==> src/rtl/mult_pkg.sv <==
// Shared definitions for the sequential shift-and-add multiplier controller.
package mult_pkg;

  localparam int WIDTH_DEF = 16;

  localparam logic [1:0] IDLE = 2'd0;
  localparam logic [1:0] RUN  = 2'd1;
  localparam logic [1:0] FIN  = 2'd2;

  typedef enum logic [1:0] {
    S_IDLE = IDLE,
    S_RUN  = RUN,
    S_FIN  = FIN
  } state_e;

  function automatic int prod_width(input int w);
    return 2 * w;
  endfunction

endpackage

==> src/rtl/shift_operand_sel.sv <==
// Produces the multiplicand shifted by the current bit index, gated by that multiplier bit.
module shift_operand_sel
  import mult_pkg::*;
#(
  parameter int WIDTH = WIDTH_DEF
) (
  input  logic [WIDTH-1:0]             i_a,
  input  logic [WIDTH-1:0]             i_b,
  input  logic [$clog2(WIDTH)-1:0]     i_idx,
  output logic [prod_width(WIDTH)-1:0] o_addend
);

  localparam int PW = prod_width(WIDTH);

  logic [PW-1:0] w_a_ext;

  assign w_a_ext  = {{WIDTH{1'b0}}, i_a};
  assign o_addend = i_b[i_idx] ? (w_a_ext << i_idx) : '0;

endmodule

==> src/rtl/shift_add_mult_ctrl.sv <==
// Sequential unsigned multiplier: one multiplier bit per cycle into a shared 2*WIDTH adder.
module shift_add_mult_ctrl
  import mult_pkg::*;
#(
  parameter int WIDTH      = WIDTH_DEF,
  parameter bit EARLY_TERM = 1'b1
) (
  input  logic                         CLK,
  input  logic                         RST_N,
  input  logic                         START,
  input  logic [WIDTH-1:0]             A,
  input  logic [WIDTH-1:0]             B,
  output logic                         READY,
  output logic                         BUSY,
  output logic                         DONE,
  output logic [prod_width(WIDTH)-1:0] P,
  output logic [$clog2(WIDTH)-1:0]     SHAMT
);

  localparam int PW = prod_width(WIDTH);
  localparam int IW = $clog2(WIDTH);

  state_e          r_state;
  state_e          w_next;
  logic [WIDTH-1:0] r_a;
  logic [WIDTH-1:0] r_b;
  logic [PW-1:0]    r_acc;
  logic [PW-1:0]    r_p;
  logic [IW-1:0]    r_idx;

  logic [PW-1:0]    w_addend;
  logic [PW-1:0]    w_sum;
  logic [IW:0]      w_idx_nxt;
  logic             w_last;

  shift_operand_sel #(.WIDTH(WIDTH)) u_sel (
    .i_a      (r_a),
    .i_b      (r_b),
    .i_idx    (r_idx),
    .o_addend (w_addend)
  );

  assign w_sum     = r_acc + w_addend;
  // One bit wider so the look-ahead shift at the top index does not wrap to zero.
  assign w_idx_nxt = {1'b0, r_idx} + (IW+1)'(1);
  assign w_last    = (r_idx == IW'(WIDTH-1)) ||
                     (EARLY_TERM && ((r_b >> w_idx_nxt) == '0));

  always_comb begin
    w_next = r_state;
    unique case (r_state)
      S_IDLE:  if (START) w_next = S_RUN;
      S_RUN:   if (w_last) w_next = S_FIN;
      S_FIN:   w_next = S_IDLE;
      default: w_next = S_IDLE;
    endcase
  end

  always_ff @(posedge CLK or negedge RST_N) begin
    if (!RST_N) r_state <= S_IDLE;
    else        r_state <= w_next;
  end

  always_ff @(posedge CLK or negedge RST_N) begin
    if (!RST_N) begin
      r_a   <= '0;
      r_b   <= '0;
      r_acc <= '0;
      r_p   <= '0;
      r_idx <= '0;
    end else begin
      unique case (r_state)
        S_IDLE: begin
          if (START) begin
            r_a   <= A;
            r_b   <= B;
            r_acc <= '0;
            r_idx <= '0;
          end
        end
        S_RUN: begin
          r_acc <= w_sum;
          if (w_last) r_p   <= w_sum;
          else        r_idx <= r_idx + IW'(1);
        end
        default: ;
      endcase
    end
  end

  // READY is masked by reset so every output reads zero while reset is held.
  assign READY = (r_state == S_IDLE) && RST_N;
  assign BUSY  = (r_state == S_RUN);
  assign DONE  = (r_state == S_FIN);
  assign P     = r_p;
  assign SHAMT = r_idx;

endmodule

==> config.mk <==
export PLATFORM = sky130hd
export DESIGN_NAME = shift_add_mult_ctrl
export DESIGN_NICKNAME = d
export VERILOG_FILES = /design/src/rtl/mult_pkg.sv /design/src/rtl/shift_operand_sel.sv /design/src/rtl/shift_add_mult_ctrl.sv
export SDC_FILE = /design/constraint.sdc
export NUM_CORES = 1
export LEC_CHECK = 0
export ABC_AREA = 1
export CAP_MARGIN = 20
export CORE_MARGIN = 10
export CORE_UTILIZATION = 55
export DETAILED_ROUTE_END_ITERATION = 10
export PLACE_DENSITY = 0.75
export SLEW_MARGIN = 40
export SYNTH_ARGS = -nofsm -noshare
export SYNTH_HDL_FRONTEND = slang
export SYNTH_SLANG_ARGS = --single-unit
==> constraint.sdc <==
create_clock -name CLK -period 3.55 [get_ports CLK]
set_input_delay 0.355 -clock CLK [delete_from_list [all_inputs] [get_ports CLK]]
set_output_delay 0.355 -clock CLK [all_outputs]
set_load 0.02 [all_outputs]
==> results.md, run 1 <==
- CP max stage delay: 0.43 ns
- Inserted Clock Buffers: 9
- Via count: 7,331
- Final Hold Fails: 0
- Die ar.: 0.0185 mm^2
- CTS tree: built
- Critical path launch point type: flop
- Synth area leaders: dfrtp_1 (35%), nand2_1 (27%), inv_1 (6.2%)
- Final Critical Period: 3.36 ns
- Die Y: 136 um
- RSZ-0062 raised after global routing: yes
- Worst path bufs/invs: 1
- Pre-Repair DR Iteration Count: 5
- Final RePlAce weighted congestion: 0.933
- Setup Viol. Count Final: 0
- Placed Cells: 1,390
- Clock transition at path regs: 0.07 ns
- Port-buffer cells: 73
- Routed WL: 21,000 um
- Warnings, synthesis: 0
- Hold_buf cts: 0
- Syn Nets: 1,228
- Reg-to-reg critical path startpoint: SHAMT[0]$_DFFE_PN0P_
- PD cells: 1050 mW/mm^2
- Status: finished clean
- Hold crit path type: input pin to async pin
- Register area share after synthesis: 34.6%
- CP max-delay cell: dfrtp_1
- Synth async-reset ratio: 100%
- Multi-input logic area: 0.00426 mm^2
- Count leader, synth: nand2_1
- FMAX: 297 MHz
- Setup_tns: 0 ns
- Core Rows: 42
- Distinct cell type count after synthesis: 34
- I/O pins: 74
- Reg area: 0.00255 mm^2
- Total GRT Usage: 23.0%
- Antenna violations before repair: 0
- Layout cells sized above 1: 7.00%
- Clk buf depth: 2
- Drt drc: 0
- Area leader, netlist: dfrtp_1
- Critical path class: flop to flop
- First-pass GRT wire length: 34,300 um
- Fin crit share: 94.7%
- Horiz. Die Dim: 136 um
- Critical Path AT: 3.61 ns
- Core Area: 0.0132 mm^2
- Synth cell count leaders: nand2_1 (535), inv_1 (122), dfrtp_1 (102)
- WL/cell: 14.9 um
- NumNets Final: 1,294
- Iteration-0 DRC Markers: 621
- Cell Area, Synth: 0.00738 mm^2
- Remaining global-route overflow: 0
- Max Cap Violations: 0
- Reg2reg setup slack: 0.19 ns
- Post-route antenna net violation count: 0
- Max transition margin: 51.0%
- Peak supply drop: 503 uV
- Clk_lat worst skew: 0.36 ns
- Worst R2R Path Depth: 24
- Crit path capture type: flop
- Yosys top cell area share: 34.6%
- Worst Path Max Fanout: 19
- # diodes: 0
- Worst path cell trace: buf_6, nand2_1, nand2_1, nand2_1, nand2_1, o21ai_4, a21oi_4, nor2_4, nor2_1, ha_1, fa_2, nand2_1, nand3_1, and2_1, nand2_1, nand2_2, nand2_1, nand2_1, nand2_2, nand2_1, nand2_1, nand2_1, nand2_1, nand2_1
- CTS Sinks: 102
- Post-synth EDFFs: 0
- Initial core utilization: 56.0%
- Via density: 5.22
- Average size of a mapped cell: 6.37 um^2
- Layout Area Growth over Synthesis: 18.7%
- Critical path required time: 3.80 ns
- Reg-to-reg critical path endpoint: P[28]$_DFFE_PN0P_
- Least-Margin Pin Slew: 0.734 ns
- Slew Viols, Final: 0
- Synth Flop Type: dfrtp_1
- Root Driver: clkbuf_16
- Critical path's top delay family: simple AND/OR/NAND/NOR gates
- P_leak: 4.66 nW
- Flip-flop and latch count after synthesis: 102
- Layout Skew: 0.00680 ns
- Critical Path Most Common Cell: nand2_1
- Final non-filler cell total: 1,405
- Pin count of the biggest net entering global routing: 58
- Fillers: 1,222
- H-tree depth: 3
- DP Wirelength: 16,400 um
- Post-Synthesis Cells: 1,160
- Number of global-route vias before repair: 6,821
[final cells by class]
type | count | share of cell area, %
multi-input cells | 891 | 48.6
flip-flops and latches | 102 | 29.1
repair buffers | 97 | 10.6
inverters | 125 | 5.38
clock buffers | 9 | 2.57
well taps | 176 | 2.51
clock inverters | 5 | 1.23
[metal layers]
metal / share of wire [%] / GRT usage, % / up-vias
met4: 1.9 / 7.16 / 0
met3: 6.5 / 4.02 / 28
li1: - / - / 3769
met1: 47 / 32.0 / 3305
met2: 44 / 35.7 / 229
met5: 0 / 0 / -
[cells in the final DEF (no fill, tap or decap), types with 5 or more instances in the layout]
cell type and n:
o21ai_2 6, inv_1 122, a21oi_1 37, a21oi_2 7
clkdlybuf4s50_1 72, nand2_1 531, o21ai_0 50, o21bai_1 5
clkbuf_16 9, nand3_1 57, nand4_1 13, xor2_1 7
dfrtp_1 102, nor3_1 10, nand2_2 10, ha_1 31
nor2_2 9, xnor2_1 8, buf_4 22, o21ai_1 29
nor2_1 55
[cell families after synthesis]
kind of cell,count (synthesis),share of synthesized area (%)
xor+xnor,17,2.02
compound gates,139,10.0
flops,102,34.6
simple gates,699,37.9
buf+inv,167,9.37
fa+ha+maj,33,5.69
mux,3,0.407
[metrics by stage]
stage                     hold slack, ns  instance area (um^2)  setup slack [ns]  power [W]  utilization [%]
final                              0.140                  8760             0.188    0.00918             66.4
after global routing               0.187                  8760           -0.0478     0.0100             66.4
after CTS                          0.154                  8630            0.0594    0.00890             65.4
after detailed placement           0.458                  8300             0.102    0.00774             62.9
after global placement             0.458                  8300             0.156    0.00768             62.9
after floorplan                   0.0594                  7380             0.254    0.00607                -
[power breakdown]
part           switching [W]  internal (W)
clock               0.000455      0.000687
combinational        0.00387       0.00210
sequential          0.000376       0.00169
[registers in the layout, indices dropped and copies added (netlist names)]
register,cells
r_state,2
r_b,16
SHAMT,4
r_acc,32
r_a,16
P,32
[worst register-to-register path: cells and delay by family (launching register included)]
family	cells	cell delay, ns
compound gates	2	0.30
fa+ha+maj	2	0.59
buf+inv	1	0.18
flops	1	0.43
simple gates	19	1.74
[what timing repair did]
item / CTS / global route
gates resized for setup: 0 / 49
buffers inserted: 0 / 1
hold endpoints to repair: 0 / 0
endpoints found under the setup margin: 0 / 43
[worst max path at each step]
stage                         start                     to  slack, ns  cells past startpoint
2_1_floorplan  SHAMT[1]$_DFFE_PN0P_  r_acc[28]$_DFFE_PN0P_       0.25                     24
3_3_place_gp   SHAMT[0]$_DFFE_PN0P_      P[20]$_DFFE_PN0P_       0.16                     20
3_5_place_dp   SHAMT[0]$_DFFE_PN0P_      P[28]$_DFFE_PN0P_       0.10                     23
4_1_cts        SHAMT[0]$_DFFE_PN0P_      P[28]$_DFFE_PN0P_       0.06                     23
5_1_grt        SHAMT[0]$_DFFE_PN0P_      P[28]$_DFFE_PN0P_      -0.05                     24
6_report       SHAMT[0]$_DFFE_PN0P_      P[28]$_DFFE_PN0P_       0.19                     24
(Power assumes the default switching activity.)
==> run 2: changes to the inputs <==
--- a/config.mk
+++ b/config.mk
@@ -6,11 +6,12 @@
 export NUM_CORES = 1
 export LEC_CHECK = 0
 export ABC_AREA = 1
-export CAP_MARGIN = 20
 export CORE_MARGIN = 10
 export CORE_UTILIZATION = 55
 export DETAILED_ROUTE_END_ITERATION = 10
+export HOLD_SLACK_MARGIN = 0.1
 export PLACE_DENSITY = 0.75
+export RECOVER_POWER = 100
 export SLEW_MARGIN = 40
 export SYNTH_ARGS = -nofsm -noshare
 export SYNTH_HDL_FRONTEND = slang
==> run 2 against run 1 <==
Against the previous run: the flow now finishes with violations (capacitance limit, slew limit); setup slack better by 0.019 ns; combinational power is 0.8% lower; critical path type unchanged; sequential share of layout area hardly changed; largest cell class unchanged; critical path depth stayed put; die area stayed put.
==> results.md, run 2 (synthesis results as in run 1) <==
- Status: finished, violations left
- Failing checks: capacitance limit, slew limit
- Setup Viol. Count Final: 0 (unchanged)
- First-pass GRT wire length: 34,300 um (unchanged)
- Clock power share: 12.5% (about the same)
- Clk buf depth: 2 (unchanged)
- CTS Sinks: 102 (unchanged)
- Die Y: 136 um (unchanged)
- Total GRT Usage: 23.0% (unchanged)
- Drt drc: 0 (unchanged)
- Core Rows: 42 (unchanged)
- Clock transition at path regs: 0.07 ns (about the same)
- Worst Path Max Fanout: 19 (unchanged)
- Finished Cell Area: 0.00875 mm^2 (-0.16%)
- Via density: 5.23 (+0.25%)
- Critical path required time: 3.80 ns (about the same)
- Layout cells sized above 1: 6.75% (-0.24 points)
- Via count: 7,349 (+0.25%)
- Max Cap Violations: 1 (+1)
- Worst path cell trace: buf_6, nand2_1, nand2_1, nand2_1, nand2_1, o21ai_4, a21oi_4, nor2_4, nor2_1, ha_1, fa_2, nand2_1, nand3_1, and2_1, nand2_1, nand2_2, nand2_1, nand2_1, nand2_2, nand2_1, nand2_1, nand2_1, nand2_1, nand2_1
- Total power: 0.00912 W (-0.59%)
- Remaining global-route overflow: 0 (unchanged)
- Peak supply drop: 504 uV (+0.15%)
- Critical Path AT: 3.60 ns (about the same)
- Final RePlAce weighted congestion: 0.933 (unchanged)
- P_leak: 4.66 nW (about the same)
- Number of global-route vias before repair: 6,821 (unchanged)
- RSZ-0062 raised after global routing: yes
- CP max-delay cell: dfrtp_1
- CP max stage delay: 0.43 ns (about the same)
- WL/cell: 15.0 um (+0.22%)
- FMAX: 299 MHz (+0.58%)
- PD cells: 1040 mW/mm^2 (-0.43%)
- Critical path launch point type: flop
- Hold crit path type: flop to flop
- Port-buffer cells: 73 (unchanged)
- Layout Area Growth over Synthesis: 18.5%
- Clk_lat worst skew: 0.36 ns (about the same)
- Iteration-0 DRC Markers: 548 (-12%)
- Total placed instance area: 0.00830 mm^2 (unchanged)
- H-tree depth: 3 (unchanged)
- I/O pins: 74 (unchanged)
- CTS tree: built
- Fin crit share: 94.2% (-0.54 points)
- NumNets Final: 1,294 (unchanged)
- Routed WL: 21,000 um (+0.22%)
- NetSw: 0.00470 W (about the same)
- Die ar.: 0.0185 mm^2 (unchanged)
- Slew Viols, Final: 47 (+47)
- Commonest non-fill, non-tap cell in the layout: nand2_1
- Hold WS: 0.469 ns (+0.329 ns)
- Core Area: 0.0132 mm^2 (unchanged)
- # diodes: 0 (unchanged)
- Final Hold Fails: 0 (unchanged)
- Pint: 0.00442 W (-1.3%)
- Reg power frac: 22.6% (about the same)
- Inserted Clock Buffers: 9 (unchanged)
- Sw frac: 51.6% (+0.35 points)
- Pin count of the biggest net entering global routing: 58 (unchanged)
- DP Wirelength: 16,400 um (unchanged)
- Initial core utilization: 56.0% (unchanged)
- Root Driver: clkbuf_16
- Layout Skew: 0.00788 ns (+0.00108 ns)
- Final Critical Period: 3.34 ns (-0.0193 ns)
- Antenna violations before repair: 0 (unchanged)
- Critical Path Most Common Cell: nand2_1
- Most frequent cells in the layout: nand2_1 (531), inv_1 (122), dfrtp_1 (102)
- Hold_buf cts: 0 (unchanged)
- Comb pwr share: 64.9% (about the same)
- Finished Core Util: 66.3% (-0.10 points)
- Pre-Repair DR Iteration Count: 6 (+1)
- Least-Margin Pin Slew: 2.44 ns (+1.71 ns)
- Max transition margin: -62.8% (-110 points)
- Crit path capture type: flop
- Critical path class: flop to flop
- Horiz. Die Dim: 136 um (unchanged)
- Post-route antenna net violation count: 0 (unchanged)
==> run 2: cell types whose count changed in the layout (fill, tap and decap cells not counted) <==
cell             change
buf_4                -4
clkdlybuf4s50_1     -37
clkbuf_2             +1
dlygate4sd3_1       +37
clkbuf_1             +3
==> run 2: final cells by class <==
class | instances | area [um^2]
clock buffer | 9 | 225
clock inverter | 5 | 108
fill | 1226 | 4440
inverter | 125 | 472
multi-input combinational | 891 | 4260
sequential | 102 | 2550
tap | 176 | 220
timing repair buffer | 97 | 915
==> run 2: path summary, 6_finish.rpt <==
| check | from | end | slack, ns | depth (start not counted) |
|---|---|---|---|---|
| setup reg to reg | SHAMT[0]$_DFFE_PN0P_ | P[28]$_DFFE_PN0P_ | 0.21 | 24 |
| max in group asynchronous | RST_N | r_acc[25]$_DFFE_PN0P_ | 0.70 | 3 |
| hold reg to reg | P[14]$_DFFE_PN0P_ | P[14]$_DFFE_PN0P_ | 0.47 | 2 |
| hold / removal | P[14]$_DFFE_PN0P_ | P[14]$_DFFE_PN0P_ | 0.47 | 2 |
| setup / recovery | SHAMT[0]$_DFFE_PN0P_ | P[28]$_DFFE_PN0P_ | 0.21 | 24 |
| min in group asynchronous | RST_N | P[3]$_DFFE_PN0P_ | 1.05 | 2 |
==> run 2: metrics by stage <==
stage / setup TNS (ns) / worst slack (ns) / std cells
after floorplan: 0 / 0.254 / 1160
after global placement: 0 / 0.156 / 1390
after detailed placement: 0 / 0.102 / 1390
after CTS: 0 / 0.0594 / 1404
after global routing: -0.253 / -0.0473 / 1405
final: 0 / 0.207 / 1405
==> run 2: power groups by stage <==
| stage | clock network (W) | registers, W | logic (W) |
|---|---|---|---|
| floorplan | 0 | 0.00217 | 0.00390 |
| global placement | 0 | 0.00207 | 0.00561 |
| detailed placement | 0 | 0.00207 | 0.00567 |
| global route | 0.00120 | 0.00212 | 0.00665 |
| CTS | 0.00116 | 0.00206 | 0.00569 |
| finish | 0.00114 | 0.00206 | 0.00592 |
==> run 2: timing repair <==
action	in CTS	in global routing
resized for setup	0	49
buffers inserted	0	1
endpoints found under the setup margin	0	43
==> run 2: per-layer routing <==
metal | GRT usage [%] | wire length [um] | vias up
met4 | 7.16 | 405 | 0
met3 | 4.02 | 1200 | 28
met2 | 35.7 | 9340 | 213
met1 | 32.0 | 10100 | 3331
met5 | 0 | 0 | -
li1 | - | - | 3777
==> run 2: worst max-delay path, delay by kind of cell, from the launching register on <==
family                   cells  cell delay [ns]
adder cells (fa/ha/maj)      2             0.59
buffers and inverters        1             0.18
flip-flops                   1             0.43
AND/OR/NAND/NOR             19             1.72
AO/OA/AOI/OAI                2             0.30
